===== config.mk =====
export PLATFORM = sky130hd
export DESIGN_NAME = sipo_rr_sched
export DESIGN_NICKNAME = d
export VERILOG_FILES = /design/src/rtl/sipo_rr_sched.sv
export SDC_FILE = /design/constraint.sdc
export NUM_CORES = 1
export LEC_CHECK = 0
export ABC_AREA = 1
export CELL_PAD_IN_SITES_DETAIL_PLACEMENT = 1
export CELL_PAD_IN_SITES_GLOBAL_PLACEMENT = 1
export CORE_MARGIN = 5
export CORE_UTILIZATION = 37
export DETAILED_ROUTE_END_ITERATION = 10
export GPL_TIMING_DRIVEN = 0
export PLACE_DENSITY = 0.81
export SYNTH_ARGS = -nofsm -noshare
export SYNTH_HDL_FRONTEND = slang
export SYNTH_SLANG_ARGS = --single-unit

===== constraint.sdc =====
create_clock -name clk -period 1.7 [get_ports clk]
set_input_delay 0.255 -clock clk [delete_from_list [all_inputs] [get_ports clk]]
set_output_delay 0.255 -clock clk [all_outputs]
set_load 0.02 [all_outputs]

===== src/rtl/sipo_rr_sched.sv =====
// Round-robin scheduler sharing one MSB-first SIPO deserializer between NUM_REQ serial lanes.
// Define SIPO_RR_SCHED_PARITY_EN to append an even-parity bit to each shift window and flag mismatches.
module sipo_rr_sched #(
   parameter  int NUM_REQ    = 4,
   parameter  int DATA_WIDTH = 4,
   localparam int ID_W       = $clog2(NUM_REQ)
) (
   input  logic                  clk,
   input  logic                  reset,
   input  logic [NUM_REQ-1:0]    req,
   input  logic [NUM_REQ-1:0]    sin,
   output logic [NUM_REQ-1:0]    grant,
   output logic                  out_valid,
   input  logic                  out_ready,
   output logic [DATA_WIDTH-1:0] out_data,
   output logic [ID_W-1:0]       out_id,
   output logic                  out_perr
);

   localparam int CNT_W = $clog2(DATA_WIDTH + 1);

   typedef enum logic [1:0] {IDLE, SHIFT, DONE} state_t;

   state_t                state_q, state_d;
   logic [ID_W-1:0]       ptr_q, ptr_d;
   logic [ID_W-1:0]       id_q, id_d;
   logic [CNT_W-1:0]      cnt_q, cnt_d;
   logic [DATA_WIDTH-1:0] shreg_q, shreg_d;
   logic [NUM_REQ-1:0]    grant_q, grant_d;
   logic [DATA_WIDTH-1:0] out_data_q, out_data_d;
   logic [ID_W-1:0]       out_id_q, out_id_d;
   logic                  out_perr_q, out_perr_d;

   logic                  found;
   logic [ID_W-1:0]       win_id;
   logic                  bit_in;
   logic [DATA_WIDTH-1:0] shifted;
   int                    idx;

   // Scan from the highest offset down so the lowest offset from ptr_q wins.
   always_comb begin
      found  = 1'b0;
      win_id = '0;
      idx    = 0;
      for (int k = NUM_REQ - 1; k >= 0; k--) begin
         idx = int'(ptr_q) + k;
         if (idx >= NUM_REQ) idx = idx - NUM_REQ;
         if (req[idx]) begin
            found  = 1'b1;
            win_id = ID_W'(idx);
         end
      end
   end

   assign bit_in  = sin[id_q];
   assign shifted = {shreg_q[DATA_WIDTH-2:0], bit_in};

   always_comb begin
      state_d    = state_q;
      ptr_d      = ptr_q;
      id_d       = id_q;
      cnt_d      = cnt_q;
      shreg_d    = shreg_q;
      grant_d    = grant_q;
      out_data_d = out_data_q;
      out_id_d   = out_id_q;
      out_perr_d = out_perr_q;
      case (state_q)
         IDLE: begin
            grant_d = '0;
            if (found) begin
               grant_d[win_id] = 1'b1;
               id_d            = win_id;
               cnt_d           = '0;
               shreg_d         = '0;
               state_d         = SHIFT;
            end
         end
         SHIFT: begin
            cnt_d = cnt_q + CNT_W'(1);
`ifdef SIPO_RR_SCHED_PARITY_EN
            // The bit after the data is parity only; it never enters the word.
            if (cnt_q == CNT_W'(DATA_WIDTH)) begin
               cnt_d      = cnt_q;
               grant_d    = '0;
               out_data_d = shreg_q;
               out_id_d   = id_q;
               out_perr_d = (^shreg_q) ^ bit_in;
               state_d    = DONE;
            end else begin
               shreg_d = shifted;
            end
`else
            shreg_d = shifted;
            if (cnt_q == CNT_W'(DATA_WIDTH - 1)) begin
               grant_d    = '0;
               out_data_d = shifted;
               out_id_d   = id_q;
               state_d    = DONE;
            end
`endif
         end
         DONE: begin
            if (out_ready) begin
               ptr_d   = (id_q == ID_W'(NUM_REQ - 1)) ? '0 : id_q + ID_W'(1);
               state_d = IDLE;
            end
         end
         default: state_d = IDLE;
      endcase
   end

   always_ff @(posedge clk or posedge reset) begin
      if (reset) begin
         state_q    <= IDLE;
         ptr_q      <= '0;
         id_q       <= '0;
         cnt_q      <= '0;
         shreg_q    <= '0;
         grant_q    <= '0;
         out_data_q <= '0;
         out_id_q   <= '0;
         out_perr_q <= 1'b0;
      end else begin
         state_q    <= state_d;
         ptr_q      <= ptr_d;
         id_q       <= id_d;
         cnt_q      <= cnt_d;
         shreg_q    <= shreg_d;
         grant_q    <= grant_d;
         out_data_q <= out_data_d;
         out_id_q   <= out_id_d;
         out_perr_q <= out_perr_d;
      end
   end

   assign grant     = grant_q;
   assign out_valid = (state_q == DONE);
   assign out_data  = out_data_q;
   assign out_id    = out_id_q;
   assign out_perr  = out_perr_q;

endmodule


==> results of run 1 <==
[routing by layer]
metal | vias up | global-route usage (%) | part of all wire [%]
li1 | 518 | - | -
met3 | 0 | 3.827 | 3.6
met5 | - | 0 | 0
met1 | 493 | 17.08 | 43
met2 | 15 | 27.46 | 53
met4 | 0 | 2.278 | 0
[worst min-delay path by stage]
stage / endpoint / start / slack, ps
2_1_floorplan: cnt_q[0] / reset / 240
3_3_place_gp: out_id[0] / out_id[0] / 470
3_5_place_dp: out_id[0] / out_id[0] / 470
4_1_cts: out_id[0] / reset / 410
5_1_grt: out_data[2] / reset / 440
6_report: out_data[0] / reset / 380
[flip-flops by register name (all words and copies together) (netlist names)]
signal    count
grant         4
out_data      4
cnt_q         3
shreg_q       3
id_q          2
out_id        2
ptr_q         2
state_q       2
[repair_timing]
item | 4_1_cts | 5_1_grt
endpoints found under the setup margin | 1 | 1
endpoints found under the hold margin | 0 | 0
resized for setup | 1 | 2
gates cloned | 0 | 0
[cells in the final DEF (no fill, tap or decap)]
master,instances
sky130_fd_sc_hd__nor2_1,11
sky130_fd_sc_hd__inv_1,18
sky130_fd_sc_hd__inv_2,4
sky130_fd_sc_hd__clkbuf_4,3
sky130_fd_sc_hd__ha_1,3
sky130_fd_sc_hd__nor2_4,1
sky130_fd_sc_hd__o21ai_2,1
sky130_fd_sc_hd__conb_1,1
sky130_fd_sc_hd__nand3_2,5
sky130_fd_sc_hd__buf_4,1
sky130_fd_sc_hd__bufinv_16,1
sky130_fd_sc_hd__a21oi_1,1
sky130_fd_sc_hd__o21ai_0,9
sky130_fd_sc_hd__o22ai_1,4
sky130_fd_sc_hd__nand2_4,4
sky130_fd_sc_hd__buf_6,1
sky130_fd_sc_hd__a21oi_2,1
sky130_fd_sc_hd__nand2_2,7
sky130_fd_sc_hd__dfrtp_1,22
sky130_fd_sc_hd__o22ai_2,1
sky130_fd_sc_hd__nand2_1,41
sky130_fd_sc_hd__o31ai_1,2
sky130_fd_sc_hd__buf_2,1
sky130_fd_sc_hd__o21ai_1,1
sky130_fd_sc_hd__clkdlybuf4s50_1,20
sky130_fd_sc_hd__clkbuf_2,1
sky130_fd_sc_hd__nor2_2,3
sky130_fd_sc_hd__nand3_1,7
[worst register-to-register path, stage by stage (launching register included)]
cell	delay, ps
sky130_fd_sc_hd__dfrtp_1	430
sky130_fd_sc_hd__ha_1	220
sky130_fd_sc_hd__ha_1	190
sky130_fd_sc_hd__inv_1	70
sky130_fd_sc_hd__nor2_2	40
sky130_fd_sc_hd__inv_1	110
sky130_fd_sc_hd__buf_2	220
sky130_fd_sc_hd__o21ai_0	100
[cell families after synthesis]
kind of cell               after synthesis  share of synthesized area (%)
AOI/OAI and AO/OA                       20                          10.23
adders and majority gates                3                          3.071
buffers and inverters                   25                          8.699
DFF                                     22                          45.04
other                                    1                         0.3068
and+or+nand+nor                         79                          32.65
[power groups by stage]
stage | sequential (mW) | combinational (mW) | clock, mW
floorplan | 1.00 | 1.13 | 0
global placement | 0.911 | 1.64 | 0
detailed placement | 0.923 | 1.73 | 0
CTS | 0.913 | 1.74 | 0.415
global route | 0.949 | 1.94 | 0.442
finish | 0.911 | 1.70 | 0.405
[cells in the mapped netlist]
cell | count | area share (%)
sky130_fd_sc_hd__buf_6 | 1 | 0.92
sky130_fd_sc_hd__nand3_1 | 7 | 2.9
sky130_fd_sc_hd__o22ai_2 | 1 | 1.0
sky130_fd_sc_hd__o21ai_2 | 1 | 0.72
sky130_fd_sc_hd__o21ai_0 | 9 | 3.7
sky130_fd_sc_hd__o31ai_1 | 2 | 1.2
sky130_fd_sc_hd__nor2_2 | 3 | 1.5
sky130_fd_sc_hd__o22ai_1 | 4 | 2.0
sky130_fd_sc_hd__o21ai_1 | 1 | 0.41
sky130_fd_sc_hd__nor2_4 | 1 | 0.92
sky130_fd_sc_hd__nor2_1 | 11 | 3.4
sky130_fd_sc_hd__nand2_1 | 41 | 13
sky130_fd_sc_hd__inv_1 | 18 | 5.5
sky130_fd_sc_hd__dfrtp_1 | 22 | 45
sky130_fd_sc_hd__nand2_2 | 7 | 3.6
sky130_fd_sc_hd__a21oi_2 | 1 | 0.72
sky130_fd_sc_hd__buf_2 | 1 | 0.41
sky130_fd_sc_hd__ha_1 | 3 | 3.1
sky130_fd_sc_hd__conb_1 | 1 | 0.31
sky130_fd_sc_hd__inv_2 | 4 | 1.2
sky130_fd_sc_hd__buf_4 | 1 | 0.61
sky130_fd_sc_hd__nand3_2 | 5 | 4.1
sky130_fd_sc_hd__nand2_4 | 4 | 3.7
sky130_fd_sc_hd__a21oi_1 | 1 | 0.41
[cell type report]
type,count,area [µm²]
inverter,22,82.58
buffer,3,23.77
multi-input combinational,103,565.5
clock buffer,3,22.52
fill,408,1568
timing repair buffer,21,205.2
tap,44,55.05
sequential,22,550.5
clock inverter,1,30.03
[stage by stage]
step | instance area (µm²) | util (%)
2_1_floorplan | 1222 | -
3_3_place_gp | 1488 | 47.94
3_5_place_dp | 1488 | 47.94
4_1_cts | 1539 | 49.60
5_1_grt | 1535 | 49.48
6_report | 1535 | 49.48
==> results, run 1 <==
- The run finished with clean final reports.
- The clock period minus final worst setup slack is 1568 ps.
- Dividing total power by cell area gives a power density of 1968 nW/µm².
- The clock-pin slew reported for the worst setup and hold paths after clock tree synthesis is 130 ps.
- In this run the worst hold path is classified as primary input to asynchronous set/reset pin.
- The layout overhead on the synthesized area is 25.59%.
- The remaining design rule violation count is 0.
- The total of warnings raised by yosys is 0.
- Together, buffers and inverters on the worst path number 1.
- The wire length per cell is 12.79 µm.
- Entering global routing, the biggest net connects 23 pins.
- The count of placed standard cells in the final layout, fillers left out is 219.
- The overall fraction of global-route tracks in use is 14.77%.
- Global routing finished with a remaining overflow of 0.
- The power share of the clock group is 13.4%.
- From left edge to right edge, the die measures 67.48 µm.
- The height of the chip is 67.48 µm.
- The number of buffers inserted during clock tree synthesis is 3.
- The total area inside the core boundary comes to 3103 µm².
- The type of element capturing the critical path is an output pin.
- After layout, the worst setup slack is 131.7 ps.
- The launch point of the critical path is grant[0].
- The number of setup buffers added after CTS is 0.
- For this run, the top clock speed supported by timing is 637.6 MHz.
- Setup repair after global routing left no endpoint under its margin.
- Row generation in the floorplan step produced 20 rows.
- The number of antenna diodes in the final layout is 0.
- The worst reg2reg path startpoint is cnt_q[0].
- The netlist area before placement is 1222 µm².
- Clock skew on the completed layout was measured at 6.896 ps.
- The hold-fix buffer count after cts is 0.
- Yosys mapped the design onto 24 distinct sky130hd cell types.
- The analysis attributes to cell leakage a power of 0.7774 nW.
- The final worst hold slack is 379.7 ps.
- The total placed cells including tap cells is 215.
- The post-DP HPWL is 2301 µm.
- Internal power comes to 1.643 mW.
- The number of global-route vias before repair is 1,191.
- The first global-routing pass estimated 5161 µm of wire.
- In this design, the stage delay of the slowest critical-path cell is 620 ps.
- For the pin with the worst max-slew slack, the measured transition is 817.5 ps.
- The number of nets handed over by synthesis was 164.
- The deepest level of the CTS H-tree is 1.
- The highest-delay cell along the critical path is sky130_fd_sc_hd__clkdlybuf4s50_1.
- The setup path with the least slack is of type flip-flop to output pin.
- Summing over every cut layer, the via total after detailed routing is 1,026.
- The largest buffer count on any clock path is 2.
- In the final design database the tool counted 190 nets.
- The worst setup timing slack at the placement stage is -3.334 ps.
- The worst register-to-register path ends at out_data[2].
- For flop-to-flop paths, the worst setup slack is 210 ps.
- The detailed router's first-iteration violation count is 22.
- The total setup violations reported at the end of the flow is 0.
- Setup total negative slack on the finished layout was measured at 0 ps.
- Data on the critical path is required at its endpoint by 1440 ps.
- The design draws 3.021 mW.
- The total die area is 4554 µm².
- The sequential power share is 30.1%.
- The tool flagged a number of max-cap violations equal to 0.
- Cells with a size suffix above 1 make up 20.00% of the layout.
- In this run the power spent charging and discharging nets is 1.378 mW.
- The share of the cycle needed by the critical path after routing is 92.25%.
- The cell depth of the worst setup path is 1.
- The number of hold-slack violations in the final timing report is 0.
- IR analysis of the VDD net gives a maximum drop of 0.9743 mV.
- The first detailed-routing pass took 4 iterations.
- The critical path ends at grant[0].
- After technology mapping, the gate count stands at 150.
- In the routed layout, each cell is associated on average with a via count of 4.685.
- In this run the tightest slew margin relative to its limit is 45.44%.
- In this run the count of I/O pins placed on the die edge is 23.
- Once detail routing completed, the nets flagged for antenna violations numbered 0.
- Clock tree synthesis found a total of 22 sinks.
- The portion of total power attributed to combinational logic is 56.4%.
- The root buffer cell chosen for the clock tree is sky130_fd_sc_hd__clkbuf_4.
- The average instance in the mapped netlist occupies 8.149 µm².
- The worst endpoint data arrival time is 1310 ps.
- Once the floorplan was initialized, standard cells occupied 39.40% of the core.
- Routability-driven placement finished with a final weighted congestion of 0.7380.
- The startpoint type of the worst setup path is a flip-flop.
- The share of the yosys chip area belonging to registers is 45.04%.
- Input and output buffers added on the ports amount to 21.
- TritonCTS built the clock tree.
- The maximum fanout count along the critical path is 2.
- The sum of routed wire length over all layers is 2800 µm.
- The kind of cell with the highest combined delay along the critical path is buffers and inverters.
- Net switching is 45.61% of the power.
- The path depth of the worst reg2reg path is 7.
- After synthesis the netlist holds a flip-flop and latch count of 22.
- The final-report max-slew violation count was 0.
- The number of antenna violations at the first check in global routing is 0.
- The signal on the critical path passes through clkdlybuf4s50_1.
- The clock insertion delay at the later pin of the skew report is 310 ps.
No activity file was read; power rests on OpenSTA's default activity.
==> inputs of run 2 (changes only) <==
--- a/config.mk
+++ b/config.mk
@@ -8,9 +8,10 @@
 export ABC_AREA = 1
 export CELL_PAD_IN_SITES_DETAIL_PLACEMENT = 1
 export CELL_PAD_IN_SITES_GLOBAL_PLACEMENT = 1
-export CORE_MARGIN = 5
-export CORE_UTILIZATION = 37
+export CORE_UTILIZATION = 45
+export CTS_BUF_LIST = sky130_fd_sc_hd__clkbuf_16
 export DETAILED_ROUTE_END_ITERATION = 10
+export DONT_BUFFER_PORTS = 1
 export GPL_TIMING_DRIVEN = 0
 export PLACE_DENSITY = 0.81
 export SYNTH_ARGS = -nofsm -noshare
==> run 2 against run 1 <==
  * Fmax grew 4.8%
  * Die area decreased by 36%
  * Sequential power up 14%
  * Setup slack better by 72 ps
  * Clock-buffer cell count unchanged
  * Global-route usage rose by 6.4 points
  * Register-to-register slack about the same
  * Non-clock buffer count decreased by 21
  * Clock skew is 2.2 ps lower
  * Clock power grew 63%
  * Worst hold slack worse by 330 ps
  * Cell area down 11%
  * Critical endpoint is now out_data[3]
==> results, run 2 (synthesis gave the netlist of run 1 again) <==
- The wire length per cell is 14.58 µm.
- The starting density of the core is 48.46%.
- The post-DP HPWL is 2065 µm.
- At the worst endpoint, the required time is 1880 ps.
- Clock latency on the worst-skew pair, taken at its later pin, is 260 ps.
- The overall fraction of global-route tracks in use is 21.17%.
- Dividing total power by cell area gives a power density of 2275 nW/µm².
- After clock tree synthesis, the repair step resized 0 gates.
- TritonCTS built the clock tree.
- The vias per cell is 5.283.
- The total power draw is 3.106 mW.
- The number of setup buffers added after CTS is 0.
- The hold-fix buffer count after cts is 0.
- In the layout the commonest cells are sky130_fd_sc_hd__nand2_1, sky130_fd_sc_hd__dfrtp_1, sky130_fd_sc_hd__inv_1.
- The cell family contributing the most delay on the critical path is adder cells.
- The cell leakage power is 0.7205 nW.
- The critical path goes through ha_1, ha_1, inv_1, nor2_2, inv_1, buf_2, nand2_1, o21ai_0.
- The floorplan step set the die height to 54.12 µm.
- The number of hold-slack violations in the final timing report is 0.
- Adding up every negative setup slack in the final design gives 0 ps.
- The highest-delay cell along the critical path is sky130_fd_sc_hd__dfrtp_1.
- The maximum resistive drop on vdd is 1.348 mV.
- The deepest level of the CTS H-tree is 1.
- At the end of routability-driven placement, the weighted congestion stood at 0.7045.
- The library cell used most frequently in the layout, excluding fill and tap cells, is sky130_fd_sc_hd__nand2_1.
- The fmax is 668.5 MHz.
- The pin count of the biggest net entering global routing is 23.
- After detailed routing, the total wire length is 2682 µm.
- The first global-routing pass estimated 4333 µm of wire.
- The count of nets left with antenna violations once routing finished came out at 0.
- The layout net count is 169.
- After routing the design area is 1365 µm².
- The number of antenna violations at the first check in global routing came to 0.
- In this run the tool buffered the top-level ports with 0 buffer cells.
- The number of buffers inserted during clock tree synthesis is 3.
- Clock-pin slew was measured on the worst setup and hold paths at 60 ps.
- Across the whole layout, storage elements account for 550.5 µm².
- The number of global-route vias before repair is 989.
- The share of the cycle needed by the critical path after routing is 87.99%.
- For the pin with the worst max-slew slack, the measured transition is 822.7 ps.
- The run finished with clean final reports.
- The root buffer cell is sky130_fd_sc_hd__clkbuf_16.
- The detailed router's first-iteration violation count is 3.
- The remaining design rule violation count is 0.
- The width of the chip is 54.12 µm.
- The category of the most critical setup path is flip-flop to flip-flop.
- During I/O placement, the number of pins put on the boundary was 23.
- The startpoint type of the worst setup path is a flip-flop.
- The area of the multi-input gates is 565.5 µm².
- The number of placed instances, taps included, is 180.
- The worst endpoint data arrival time is 1670 ps.
- The standard cell area after detailed placement is 1260 µm².
- The maximum clock skew at final layout is 4.663 ps.
- The via count of the routed design is 972.
- The clock period minus final worst setup slack is 1496 ps.
- For this run, the slowest stage of the critical path takes 410 ps.
- The repair_antennas step left the layout with diodes totalling 0.
- The worst setup path is captured at a flip-flop.
- The share of layout cells above drive strength 1 is 22.08%.
- The tool flagged a number of max-cap violations equal to 0.
- The total setup violations reported at the end of the flow is 0.
- The largest buffer count on any clock path is 2.
- Setup repair after global routing left no endpoint under its margin.
- The sum of overflow across all layers after global routing is 0.
- The filler cell count in the final layout is 322.
- Compared with the post-synthesis result, the final layout area differs by 11.67%.
- The critical path contains buffers and inverters numbering 3 combined.
- Clock tree synthesis found a total of 22 sinks.
- The headroom to the max-slew limit is 45.09%.
- The total die area is 2929 µm².
- In this run the worst hold path is classified as primary input to asynchronous set/reset pin.
- The number of standard-cell rows in the floorplan is 18.
- The detailed-routing iteration count for the pre-antenna-repair pass is 2.
- Of all nets on the critical path, the largest fanout is 10.
- The floorplan core area is 2522 µm².
- The final-report max-slew violation count is 0.
- The count of placed standard cells in the final layout, fillers left out is 184.
run 2: cell types whose count changed in the layout (fill, tap and decap cells not counted), sizes merged:
cell / change
clkbuf: -1
clkdlybuf4s50: -20
run 2: final timing paths:
check,slack [ps],cells past startpoint,end,start
max,200,8,out_data[3],cnt_q[0]
min,50,1,cnt_q[0],reset
max reg2reg,200,8,out_data[3],cnt_q[0]
min reg2reg,490,1,cnt_q[0],cnt_q[0]
max in group asynchronous,1140,1,cnt_q[2],reset
min in group clk,90,1,state_q[1],out_ready
run 2: layout make-up:
cell class,instances,share of cell area (%)
clock inverter,1,2.200
clock buffer,3,5.500
inverter,22,6.049
sequential,22,40.33
tap,30,2.750
buffer,3,1.742
multi-input combinational,103,41.43
run 2: where the power goes:
| group | total [mW] | internal (mW) | switching (mW) |
|---|---|---|---|
| registers | 1.04 | 0.756 | 0.288 |
| logic | 1.40 | 0.480 | 0.921 |
| clock network | 0.660 | 0.468 | 0.192 |
run 2: worst register-to-register path: stages (launching register included):
cell                      delay (ps)
sky130_fd_sc_hd__dfrtp_1         410
sky130_fd_sc_hd__ha_1            220
sky130_fd_sc_hd__ha_1            200
sky130_fd_sc_hd__inv_1            80
sky130_fd_sc_hd__nor2_2           50
sky130_fd_sc_hd__inv_1           100
sky130_fd_sc_hd__buf_2           210
sky130_fd_sc_hd__nand2_1          80
sky130_fd_sc_hd__o21ai_0          80
run 2: stage by stage:
stage | worst slack, ps | util, % | hold WS, ps
2_1_floorplan | 399.5 | - | 244.2
3_3_place_gp | 269.1 | 49.95 | 346.3
3_5_place_dp | 208.4 | 49.95 | 362.9
4_1_cts | 181.2 | 54.12 | 85.23
5_1_grt | 88.06 | 54.12 | 92.80
6_report | 204.2 | 54.12 | 48.01
run 2: metal layers:
layer	vias up	GRT usage, %	share of wire (%)
met5	-	0	0
met4	0	7.265	1.1
met3	4	3.672	2.4
met2	11	39.84	54
met1	477	23.45	43
li1	480	-	-
